<file path="config.mk">
export PLATFORM = sky130hd
export DESIGN_NAME = enigma_step_ctrl
export DESIGN_NICKNAME = d
export VERILOG_FILES = /design/src/rtl/enigma_step_ctrl.sv
export SDC_FILE = /design/constraint.sdc
export NUM_CORES = 1
export LEC_CHECK = 0
export ABC_AREA = 1
export CORE_MARGIN = 1
export CORE_UTILIZATION = 45
export DETAILED_ROUTE_END_ITERATION = 8
export PLACE_DENSITY = 0.76
export SLEW_MARGIN = 5
export SYNTH_ARGS = -nofsm -noshare
export SYNTH_HDL_FRONTEND = slang
export SYNTH_SLANG_ARGS = --single-unit
</file>
<file path="constraint.sdc">
create_clock -name clk -period 2.1 [get_ports clk]
set_clock_uncertainty 0.2 [all_clocks]
set_input_delay 0.21 -clock clk [delete_from_list [all_inputs] [get_ports clk]]
set_output_delay 0.21 -clock clk [all_outputs]
set_load 0.1 [all_outputs]
</file>
<file path="src/rtl/enigma_step_ctrl.sv">
// Enigma rotor stepping controller: accepts a plaintext key, steps the rotor chain
// (with middle-rotor double step), waits for the chain to settle and hands out ciphertext.
//
// state | meaning
// IDLE  | ready for a key or a rotor-position load
// LOAD  | rot_set strobe to all rotors, character count cleared
// STEP  | one-cycle rotor step decision from pre-step positions
// WAIT  | key driven into the chain while it settles (SETTLE cycles)
// DONE  | ciphertext held until the consumer accepts it
module enigma_step_ctrl #(
   parameter int NOTCH_R = 21,
   parameter int NOTCH_M = 4,
   parameter int SETTLE  = 1
) (
   input  logic        clk,
   input  logic        reset,
   input  logic        cfg_set_in,
   input  logic        key_valid_in,
   input  logic [4:0]  key_char_in,
   output logic        key_ready_out,
   input  logic [4:0]  pos_r_in,
   input  logic [4:0]  pos_m_in,
   input  logic [4:0]  pos_l_in,
   output logic        rot_set_out,
   output logic [2:0]  rot_step_out,
   output logic [4:0]  dp_char_out,
   input  logic [4:0]  dp_char_in,
   output logic        ct_valid_out,
   output logic [4:0]  ct_char_out,
   input  logic        ct_ready_in,
   output logic        err_out,
   output logic [15:0] char_count_out
);

   typedef enum logic [2:0] {
      ST_IDLE,
      ST_LOAD,
      ST_STEP,
      ST_WAIT,
      ST_DONE
   } state_t;

   state_t      state, state_nxt;
   logic [4:0]  char_q;
   logic [3:0]  settle_cnt;
   logic [4:0]  ct_char_q;
   logic [15:0] count_q;
   logic        err_q;
   logic        key_accept;
   logic        key_reject;
   logic        settle_tc;
   logic        err_nxt;
   logic        notch_r_hit;
   logic        notch_m_hit;

   // The left rotor never gates a step; its position is carried for completeness only.
   logic        pos_l_unused;
   assign pos_l_unused = ^pos_l_in;

   assign notch_r_hit = (pos_r_in == 5'(NOTCH_R));
   assign notch_m_hit = (pos_m_in == 5'(NOTCH_M));
   assign settle_tc   = (settle_cnt == 4'd0);

   always_comb begin
      state_nxt     = state;
      key_ready_out = 1'b0;
      rot_set_out   = 1'b0;
      rot_step_out  = 3'b000;
      dp_char_out   = 5'd0;
      ct_valid_out  = 1'b0;
      key_accept    = 1'b0;
      key_reject    = 1'b0;
      case (state)
         ST_IDLE: begin
            key_ready_out = !cfg_set_in;
            if (cfg_set_in) begin
               state_nxt = ST_LOAD;
            end else if (key_valid_in) begin
               if (key_char_in <= 5'd25) begin
                  key_accept = 1'b1;
                  state_nxt  = ST_STEP;
               end else begin
                  key_reject = 1'b1;
               end
            end
         end
         ST_LOAD: begin
            rot_set_out = 1'b1;
            state_nxt   = ST_IDLE;
         end
         ST_STEP: begin
            // Middle rotor steps on its own notch too: the historical double step.
            rot_step_out = {notch_m_hit, notch_r_hit | notch_m_hit, 1'b1};
            dp_char_out  = char_q;
            state_nxt    = ST_WAIT;
         end
         ST_WAIT: begin
            dp_char_out = char_q;
            if (settle_tc) state_nxt = ST_DONE;
         end
         ST_DONE: begin
            ct_valid_out = 1'b1;
            if (ct_ready_in) state_nxt = ST_IDLE;
         end
         default: state_nxt = ST_IDLE;
      endcase
   end

   assign err_nxt = key_reject | (cfg_set_in & (state != ST_IDLE));

   always_ff @(posedge clk or negedge reset) begin
      if (!reset) begin
         state      <= ST_IDLE;
         char_q     <= 5'd0;
         settle_cnt <= 4'd0;
         ct_char_q  <= 5'd0;
         count_q    <= 16'd0;
         err_q      <= 1'b0;
      end else begin
         state <= state_nxt;
         err_q <= err_nxt;
         if (key_accept) char_q <= key_char_in;
         if (state == ST_STEP) begin
            settle_cnt <= 4'(SETTLE - 1);
         end else if (state == ST_WAIT && !settle_tc) begin
            settle_cnt <= settle_cnt - 4'd1;
         end
         if (state == ST_IDLE && cfg_set_in) begin
            count_q <= 16'd0;
         end else if (state == ST_WAIT && settle_tc) begin
            count_q   <= count_q + 16'd1;
            ct_char_q <= dp_char_in;
         end
      end
   end

   assign ct_char_out    = ct_char_q;
   assign char_count_out = count_q;
   assign err_out        = err_q;

endmodule

</file>
# Word level (Yosys, flattened, before mapping)
# Index checks and enable logic that the tools add are counted.
[totals]
output_inout_bits = 33
inputBits = 30
elab_cells = 59
regBits = 34
[classes]
n_mux = 23
n_reduce_logical = 13
eq_ne = 10
order_cmp = 1
add_sub_neg = 2
bitwise = 4
[ops]
columns = ["cell", "count"]
rows = [
  ["$mux W16", 2],
  ["$mux W3", 6],
  ["$add A16 B1 Y16 const B", 1],
  ["$pmux W3 S4", 1],
  ["$mux W1", 11],
  ["$mux W4", 2],
  ["$eq A3 B2 Y1 const B", 2],
  ["$ne A3 B3 Y1 const B", 2],
  ["$eq A5 B3 Y1 const B", 1],
  ["$eq A5 B5 Y1 const B", 1],
  ["$le A5 B5 Y1 const B", 1],
  ["$mux W5", 1],
  ["$logic_not A4 Y1", 1],
  ["$ne A2 B2 Y1 const B", 2],
  ["$reduce_and A4 Y1", 1],
  ["$reduce_bool A2 Y1", 2],
  ["$sub A4 B1 Y4 const B", 1],
  ["$eq A3 B1 Y1 const B", 1],
  ["$eq A3 B3 Y1 const B", 1],
  ["$logic_and A1 B1 Y1", 3],
  ["$logic_not A3 Y1", 1],
  ["$reduce_bool A3 Y1", 1],
  ["$logic_not A1 Y1", 2],
  ["$or A1 B1 Y1", 2],
  ["other kinds (4)", 4],
]

# Logic depth before layout (Yosys ltp)
# Gate-level depths: netlist of run 1.
[depth]
word_depth = 6
depth_mapped = 9
ltp_nobuf = 9

# Worst setup path after synthesis of run 1
# Ideal clock, no wire load.
[synth_timing]
path_kind = "reg2reg"
start = "register state[2]"
end = "register state[1]"
arrival_ns = 3.006
path_stages_with_launch = 8
path_buffers = 0
required_time_ns = 1.773
setup_ns = 0.127
setup_slack_ns = -1.233
synth_period_minus_slack_ns = 3.333
cell_sequence = "dfrtp_1 -> inv_2 -> nor3_1 -> nand2_1 -> nand2_1 -> inv_1 -> nand2_1 -> o21ai_1"
[synth_via]
elab_chain_cells = 3
word_cells_on_any_way = 10
cone_classes = "eq/ne: 7; mux: 1; reduce/logical: 2"
[synth_rtl]
columns = ["element", "line_no", "source"]
rows = [
  ["from (decl)", "43", "state_t state, state_nxt;"],
  ["from (signal assigned)", "120", "state <= state_nxt;"],
  ["$eq A3 B2 Y1, or another cell as far along", "73", "case (state)"],
  ["$ne A2 B2 Y1 (no line) / $ne A3 B3 Y1 (equally long branches)", "n/a", ""],
  ["$reduce_and A4 Y1 (no line)", "n/a", ""],
]
# Parallel ways exist; a longest one is shown, timed or not.
# A chain may end at the register's enable or synchronous reset.

# Worst setup path after layout of run 1
[layout_timing]
start = "register state[1]"
end = "output dp_char_out[3]"
[layout_via]
elab_chain_cells = 3
word_cells_on_any_way = 4
cone_classes = "eq/ne: 2; mux: 1; reduce/logical: 1"
[layout_rtl]
columns = ["element", "line_no", "source"]
rows = [
  ["$eq A3 B2 Y1", "73", ""],
  ["$reduce_or A2 Y1 (no line) (*)", "n/a", ""],
  ["$mux W5 (*)", "73", ""],
  ["to (decl)", "26", "output logic [4:0] dp_char_out,"],
]
# Every way passes the cells marked *; elsewhere a longest branch is shown, timed or not.

==> qor.yml, run 1 <==
outcome: "completed"
cts_setup_buffers: 0
p_sw_share_pct: 53.38
synthCells: 250
synth_area_per_cell_um2: 7.442
arrival_ns: 1.58
finalMaxSlewViolations: 0
ctsHtreeMaxLevel: 2
critPathMostFrequentCell: "inv_1"
p_comb_share_pct: 60.1
antenna_found_initial: 0
dieArea_um2: 4396
crit_type: "flip-flop to output pin"
p_leak_uw: 0.001330
syn_area_um2: 1861
die_height_um: 66.30
period_share_pct: 94.60
cts_resized: 0
routed_wl_um: 4143
hold_buffers: 0
cp_max_fo: 5
viasPerCell: 4.849
crit_slowest_cell: "dfrtp_1"
cts_tree: "built"
path_clk_slew_ns: 0.07
synth_area_leaders: "dfrtp_1 (46%), nand2_1 (13%), nor2_1 (7.9%)"
end_kind: "output pin"
start_kind: "flip-flop"
core-area_um2: 3971
syn-num-nets: 283
internal_power_uw: 1634
antenna_cells: 0
track_usage_pct: 22.06
n_fill_cell: 350
cts_root_buffer: "clkbuf_8"
synth_top_cell_by_area: "dfrtp_1"
grt-ovfl-total: 0
numCtsBuffers: 5
hpwl_um: 3129
critical_path.cell_chain: "inv_1 -> nor2_2 -> inv_1 -> nor2_1 -> buf_12"
route.detailed.drc: 0
initial_core_util_pct: 46.85
synth.top_cell.area_share_pct: 45.73
fin_crit_ns: 1.987
grt_max_degree: 35
fmax_ghz: 0.5034
hold_viol: 0
synthToLayoutAreaGrowth_pct: 43.04
clockBufferDepth: 2
gp_congestion: 0.8497
firstDrtPassIters: 4
ys_seq_elements: 34
ir_drop_mv: 0.9163
stdcell_count: 365
required_ns: 1.69
min_path_type: "input pin to asynchronous set/reset pin"
slew_headroom_pct: 71.00
power_frac_seq_pct: 26.0
dp_cells: 357
multiInputGateArea_um2: 859.6
grt_pass1_wl_um: 7341
drtIter0Drc: 122
final_nets: 347
power_density_nw_per_um2: 1317
antenna_left: 0
post_drt_wl_per_cell_um: 11.35
chipWidth_um: 66.30
clock_sinks: 34
regArea_um2: 853.3
p_switching_uw: 1871
io_pins: 63
grt_pass1_vias: 1655
cpPeakStageDelay_ns: 0.45
vias: 1770
clkPwrFrac_pct: 14.0
setup_viol: 0
io_buffers: 57
drive_above_1_share_pct: 22.86
ys_seq_area_share_pct: 45.73
setup_tns_ns: 0
maxCapViolCount: 0
tightest_slew_ns: 0.4350
insertion_delay_ns: 0.28
rows: 23
power_uw: 3505
netlist-cell-type-count: 25
yosys_warnings: 0
==> registers in the layout (all words and copies together), names as in the netlist <==
name / flops
char_q: 5
settle_cnt: 4
ct_char_out: 5
state: 3
err_out: 1
char_count_out: 16
==> cells in the mapped netlist <==
library cell / n
a21oi_1: 10
a21oi_2: 1
a31oi_1: 3
buf_4: 1
buf_6: 2
dfrtp_1: 34
ha_1: 3
inv_1: 36
inv_2: 3
nand2_1: 62
nand2_2: 5
nand3_1: 11
nand3_2: 2
nand4_1: 8
nor2_1: 39
nor2_2: 5
nor2_4: 2
nor3_1: 4
nor3b_1: 1
o21ai_0: 7
o21ai_1: 7
o21ai_2: 1
o21bai_1: 1
o22ai_1: 1
xnor2_1: 1
==> routing by layer <==
| layer | GRT usage, % | part of all wire [%] | routed length (um) | up-vias |
|---|---|---|---|---|
| met5 | 0 | 0 | 0 | - |
| met4 | 7.979 | 1.5 | 62 | 0 |
| met3 | 4.138 | 5.1 | 212 | 6 |
| met2 | 35.84 | 47 | 1956 | 53 |
| met1 | 29.12 | 46 | 1911 | 795 |
| li1 | - | - | - | 916 |
==> worst paths after layout <==
path | start | endpoint | slack (ns) | cells past startpoint
max in group asynchronous | reset | char_count_out[0] | 1.24 | 2
min | reset | char_count_out[10] | 0.12 | 2
max reg2reg | settle_cnt[0] | char_count_out[11] | 0.21 | 9
min in group clk | dp_char_in[0] | ct_char_out[0] | 0.26 | 3
max | state[1] | dp_char_out[3] | 0.11 | 5
min reg2reg | ct_char_out[3] | ct_char_out[3] | 0.28 | 2
==> logic make-up after synthesis <==
kind of cell	count (synthesis)	synth area share, %
xor gates and xnor gates	1	0.4708
adders and majority gates	3	2.018
DFF	34	45.73
and+or+nand+nor	139	33.15
AOI/OAI and AO/OA	31	9.146
buffers and inverters	42	9.482
==> placed cells by master (no fill, tap or decap), types with 2 or more instances in the layout <==
| master | instances |
|---|---|
| nor2_4 | 2 |
| nand2_1 | 61 |
| a31oi_1 | 3 |
| buf_4 | 25 |
| dfrtp_2 | 2 |
| a21oi_2 | 2 |
| nand3_2 | 2 |
| nor3_1 | 2 |
| o21ai_0 | 7 |
| buf_12 | 11 |
| dfrtp_1 | 32 |
| clkbuf_8 | 6 |
| clkdlybuf4s50_1 | 24 |
| nor2_1 | 35 |
| inv_1 | 36 |
| nor3_2 | 2 |
| nand4_1 | 8 |
| a21oi_1 | 9 |
| nand3_1 | 11 |
| inv_2 | 3 |
| ha_1 | 3 |
| nor2_2 | 9 |
| nand2_2 | 6 |
| o21ai_1 | 7 |
==> area by class of cell <==
| type | count | share of cell area (%) |
|---|---|---|
| Timing Repair Buffer | 60 | 24.35 |
| Sequential cell | 34 | 32.06 |
| Tap cell | 50 | 2.351 |
| Multi-Input combinational cell | 174 | 32.30 |
| Inverter | 39 | 5.501 |
| Clock inverter | 1 | 0.1881 |
| Clock buffer | 7 | 3.244 |
==> worst max-delay path, delay by kind of cell (launching register included) <==
family,cells,cell delay (ns)
flops,1,0.45
buf+inv,3,0.47
simple gates,2,0.38
==> power groups by stage <==
stage          sequential (uW)  clock, uW  combinational, uW
5_1_grt                    932        530               2220
3_3_place_gp               915          0               2100
3_5_place_dp               917          0               2120
2_1_floorplan             1420          0               1000
4_1_cts                    909        508               2120
6_report                   910        490               2100
==> metrics by stage <==
| step | instance area (um2) | utilization (%) | worst slack (ns) | hold slack [ns] |
|---|---|---|---|---|
| finish | 2661 | 67.01 | 0.1133 | 0.1225 |
| global route | 2661 | 67.01 | -0.007484 | 0.1710 |
| CTS | 2659 | 66.95 | 0.04946 | 0.1436 |
| detailed placement | 2567 | 64.65 | 0.2452 | 0.2640 |
| global placement | 2567 | 64.65 | 0.2830 | 0.2607 |
| floorplan | 1887 | - | -0.3070 | -0.2856 |
Power figures use the tool's default switching activity.
==> inputs of run 2 (changes only) <==
--- a/config.mk
+++ b/config.mk
@@ -7,9 +7,9 @@
 export LEC_CHECK = 0
 export ABC_AREA = 1
 export CORE_MARGIN = 1
-export CORE_UTILIZATION = 45
+export CORE_UTILIZATION = 40
 export DETAILED_ROUTE_END_ITERATION = 8
-export PLACE_DENSITY = 0.76
+export PLACE_DENSITY = 0.78
 export SLEW_MARGIN = 5
 export SYNTH_ARGS = -nofsm -noshare
 export SYNTH_HDL_FRONTEND = slang
==> run 2 against run 1 <==
  * Sequential power is 0.8% lower
  * Clock power is 5.5% lower
  * Non-clock buffer count is 1 lower
  * Global-route usage is 3.4 points lower
  * Critical path depth stayed put
  * Worst setup slack worse by 0.010 ns
  * Maximum frequency is 0.51% lower
  * Die area is 12% higher
  * Sequential share of layout area is 0.20 points higher
  * Flip-flop and latch count stayed put
  * Routed wire length is 2.7% lower
  * First-iteration DRC count is 20% lower
  * Critical path type unchanged
  * Critical endpoint is now dp_char_out[4]
  * Largest cell class unchanged
  * Highest routed layer unchanged
==> qor.yml, run 2 (same netlist as run 1, synthesis figures left out) <==
grt_pass1_vias: 1727  # +4.4%
fmax_ghz: 0.5008  # -0.51%
ctsHtreeMaxLevel: 2  # unchanged
numCtsBuffers: 5  # unchanged
clkPwrFrac_pct: 13.4  # -0.6 points
io_buffers: 57  # unchanged
io_pins: 63  # unchanged
hpwl_um: 3044  # -2.7%
clockBufferDepth: 2  # unchanged
critPathMostFrequentCell: "inv_1"
antenna_left: 0  # unchanged
finalMaxSlewViolations: 0  # unchanged
track_usage_pct: 18.66  # -3.4 points
crit_type: "flip-flop to output pin"
dieArea_um2: 4928  # +12%
initial_core_util_pct: 42.15  # -4.7 points
min_path_type: "input pin to asynchronous set/reset pin"
arrival_ns: 1.59  # about the same
vias: 1774  # +0.23%
cts_tree: "built"
final_cell_mix: "nand2_1 (61), inv_1 (36), nor2_1 (35), dfrtp_1 (32)"
hold_viol: 0  # unchanged
power_density_nw_per_um2: 1309  # -0.62%
grt_pass1_wl_um: 7279  # -0.84%
synthToLayoutAreaGrowth_pct: 42.17
p_leak_uw: 0.001316  # -1.1%
power_uw: 3462  # -1.2%
viasPerCell: 4.847  # about the same
cpPeakStageDelay_ns: 0.45  # about the same
cp_max_fo: 5  # unchanged
firstDrtPassIters: 4  # unchanged
die_height_um: 70.20  # +5.9%
final_common_cell: "nand2_1"
end_kind: "output pin"
cts_resized: 0  # unchanged
ir_drop_mv: 1.158  # +26%
rows: 24  # +4.3%
drtIter0Drc: 97  # -20%
maxCapViolCount: 0  # unchanged
start_kind: "flip-flop"
grt-ovfl-total: 0  # unchanged
n_fill_cell: 372  # +6.3%
antenna_cells: 0  # unchanged
setup_tns_ns: 0  # unchanged
fin_crit_ns: 1.997  # +0.01009 ns
outcome: "completed"
cts_setup_buffers: 0  # unchanged
routed_wl_um: 4032  # -2.7%
antenna_found_initial: 0  # unchanged
p_comb_share_pct: 60.5  # +0.4 points
critical_path.cell_chain: "inv_1 -> nor2_2 -> inv_1 -> nor2_1 -> buf_12"
clock_sinks: 34  # unchanged
route.detailed.drc: 0  # unchanged
grt_max_degree: 35  # unchanged
post-route-util_pct: 59.92  # -7.1 points
p_sw_share_pct: 53.81  # +0.42 points
slew_headroom_pct: 71.89  # +0.89 points
internal_power_uw: 1599  # -2.1%
largest_register_ffs: 16  # unchanged
hold_buffers: 0  # unchanged
setup_viol: 0  # unchanged
period_share_pct: 95.08  # +0.48 points
required_ns: 1.69  # about the same
crit_slowest_cell: "dfrtp_1"
core-area_um2: 4414  # +11%
tightest_slew_ns: 0.4217  # -0.01336 ns
drive_above_1_share_pct: 21.97  # -0.88 points
post_drt_wl_per_cell_um: 11.02  # -2.9%
final_nets: 346  # -0.29%
p_switching_uw: 1863  # -0.44%
gp_congestion: 0.8282  # -2.5%
cts_root_buffer: "clkbuf_8"
path_clk_slew_ns: 0.07  # about the same
chipWidth_um: 70.20  # +5.9%
insertion_delay_ns: 0.29  # about the same
power_frac_seq_pct: 26.1  # about the same
-- run 2: changes by cell type in the layout (fill, tap and decap cells not counted) --
cell,previous run,this run
clkbuf_8,6,5
buf_4,25,24
clkinv_2,1,0
clkbuf_1,1,3
-- run 2: final timing paths --
path / from / end / slack, ns / cells past startpoint
max reg2reg: settle_cnt[0] / char_count_out[11] / 0.23 / 9
max: state[1] / dp_char_out[4] / 0.10 / 5
min in group clk: dp_char_in[2] / ct_char_out[2] / 0.25 / 3
max in group asynchronous: reset / char_count_out[0] / 1.25 / 2
min: reset / char_count_out[8] / 0.12 / 2
min reg2reg: ct_char_out[4] / ct_char_out[4] / 0.28 / 2
-- run 2: layout make-up --
class | instances | area, um2 | area share, %
multi-input combinational | 174 | 859.6 | 32.50
timing repair buffer | 59 | 640.6 | 24.22
clock buffer | 8 | 80.08 | 3.027
tap | 52 | 65.06 | 2.460
inverter | 39 | 146.4 | 5.535
sequential | 34 | 853.3 | 32.26
-- run 2: power by group through the flow --
| stage | combinational [uW] | clock (uW) | sequential, uW |
|---|---|---|---|
| after floorplan | 1000 | 0 | 1420 |
| after global placement | 2090 | 0 | 909 |
| after detailed placement | 2100 | 0 | 913 |
| after CTS | 2100 | 476 | 903 |
| after global routing | 2200 | 501 | 923 |
| final | 2100 | 463 | 903 |
-- run 2: critical path: cells and delay by family, from the launching register on --
family | cells | cell delay [ns]
flops | 1 | 0.45
buf+inv | 3 | 0.47
simple gates | 2 | 0.37
-- run 2: metrics by stage --
step	instances	cell area, um2	hold slack, ns	setup slack, ns
5_1_grt	366	2645	0.1831	-0.002489
6_report	366	2645	0.1179	0.1032
3_5_place_dp	358	2562	0.2663	0.2469
4_1_cts	366	2643	0.1361	0.03224
2_1_floorplan	250	1887	-0.2856	-0.3070
3_3_place_gp	358	2562	0.2597	0.2679
-- run 2: layer usage --
layer	part of all wire, %	routed length, um	track usage (%)
met1	46	1860	23.49
met2	48	1948	30.34
met3	3.4	138	3.752
met4	2.1	85	9.556
met5	0	0	0
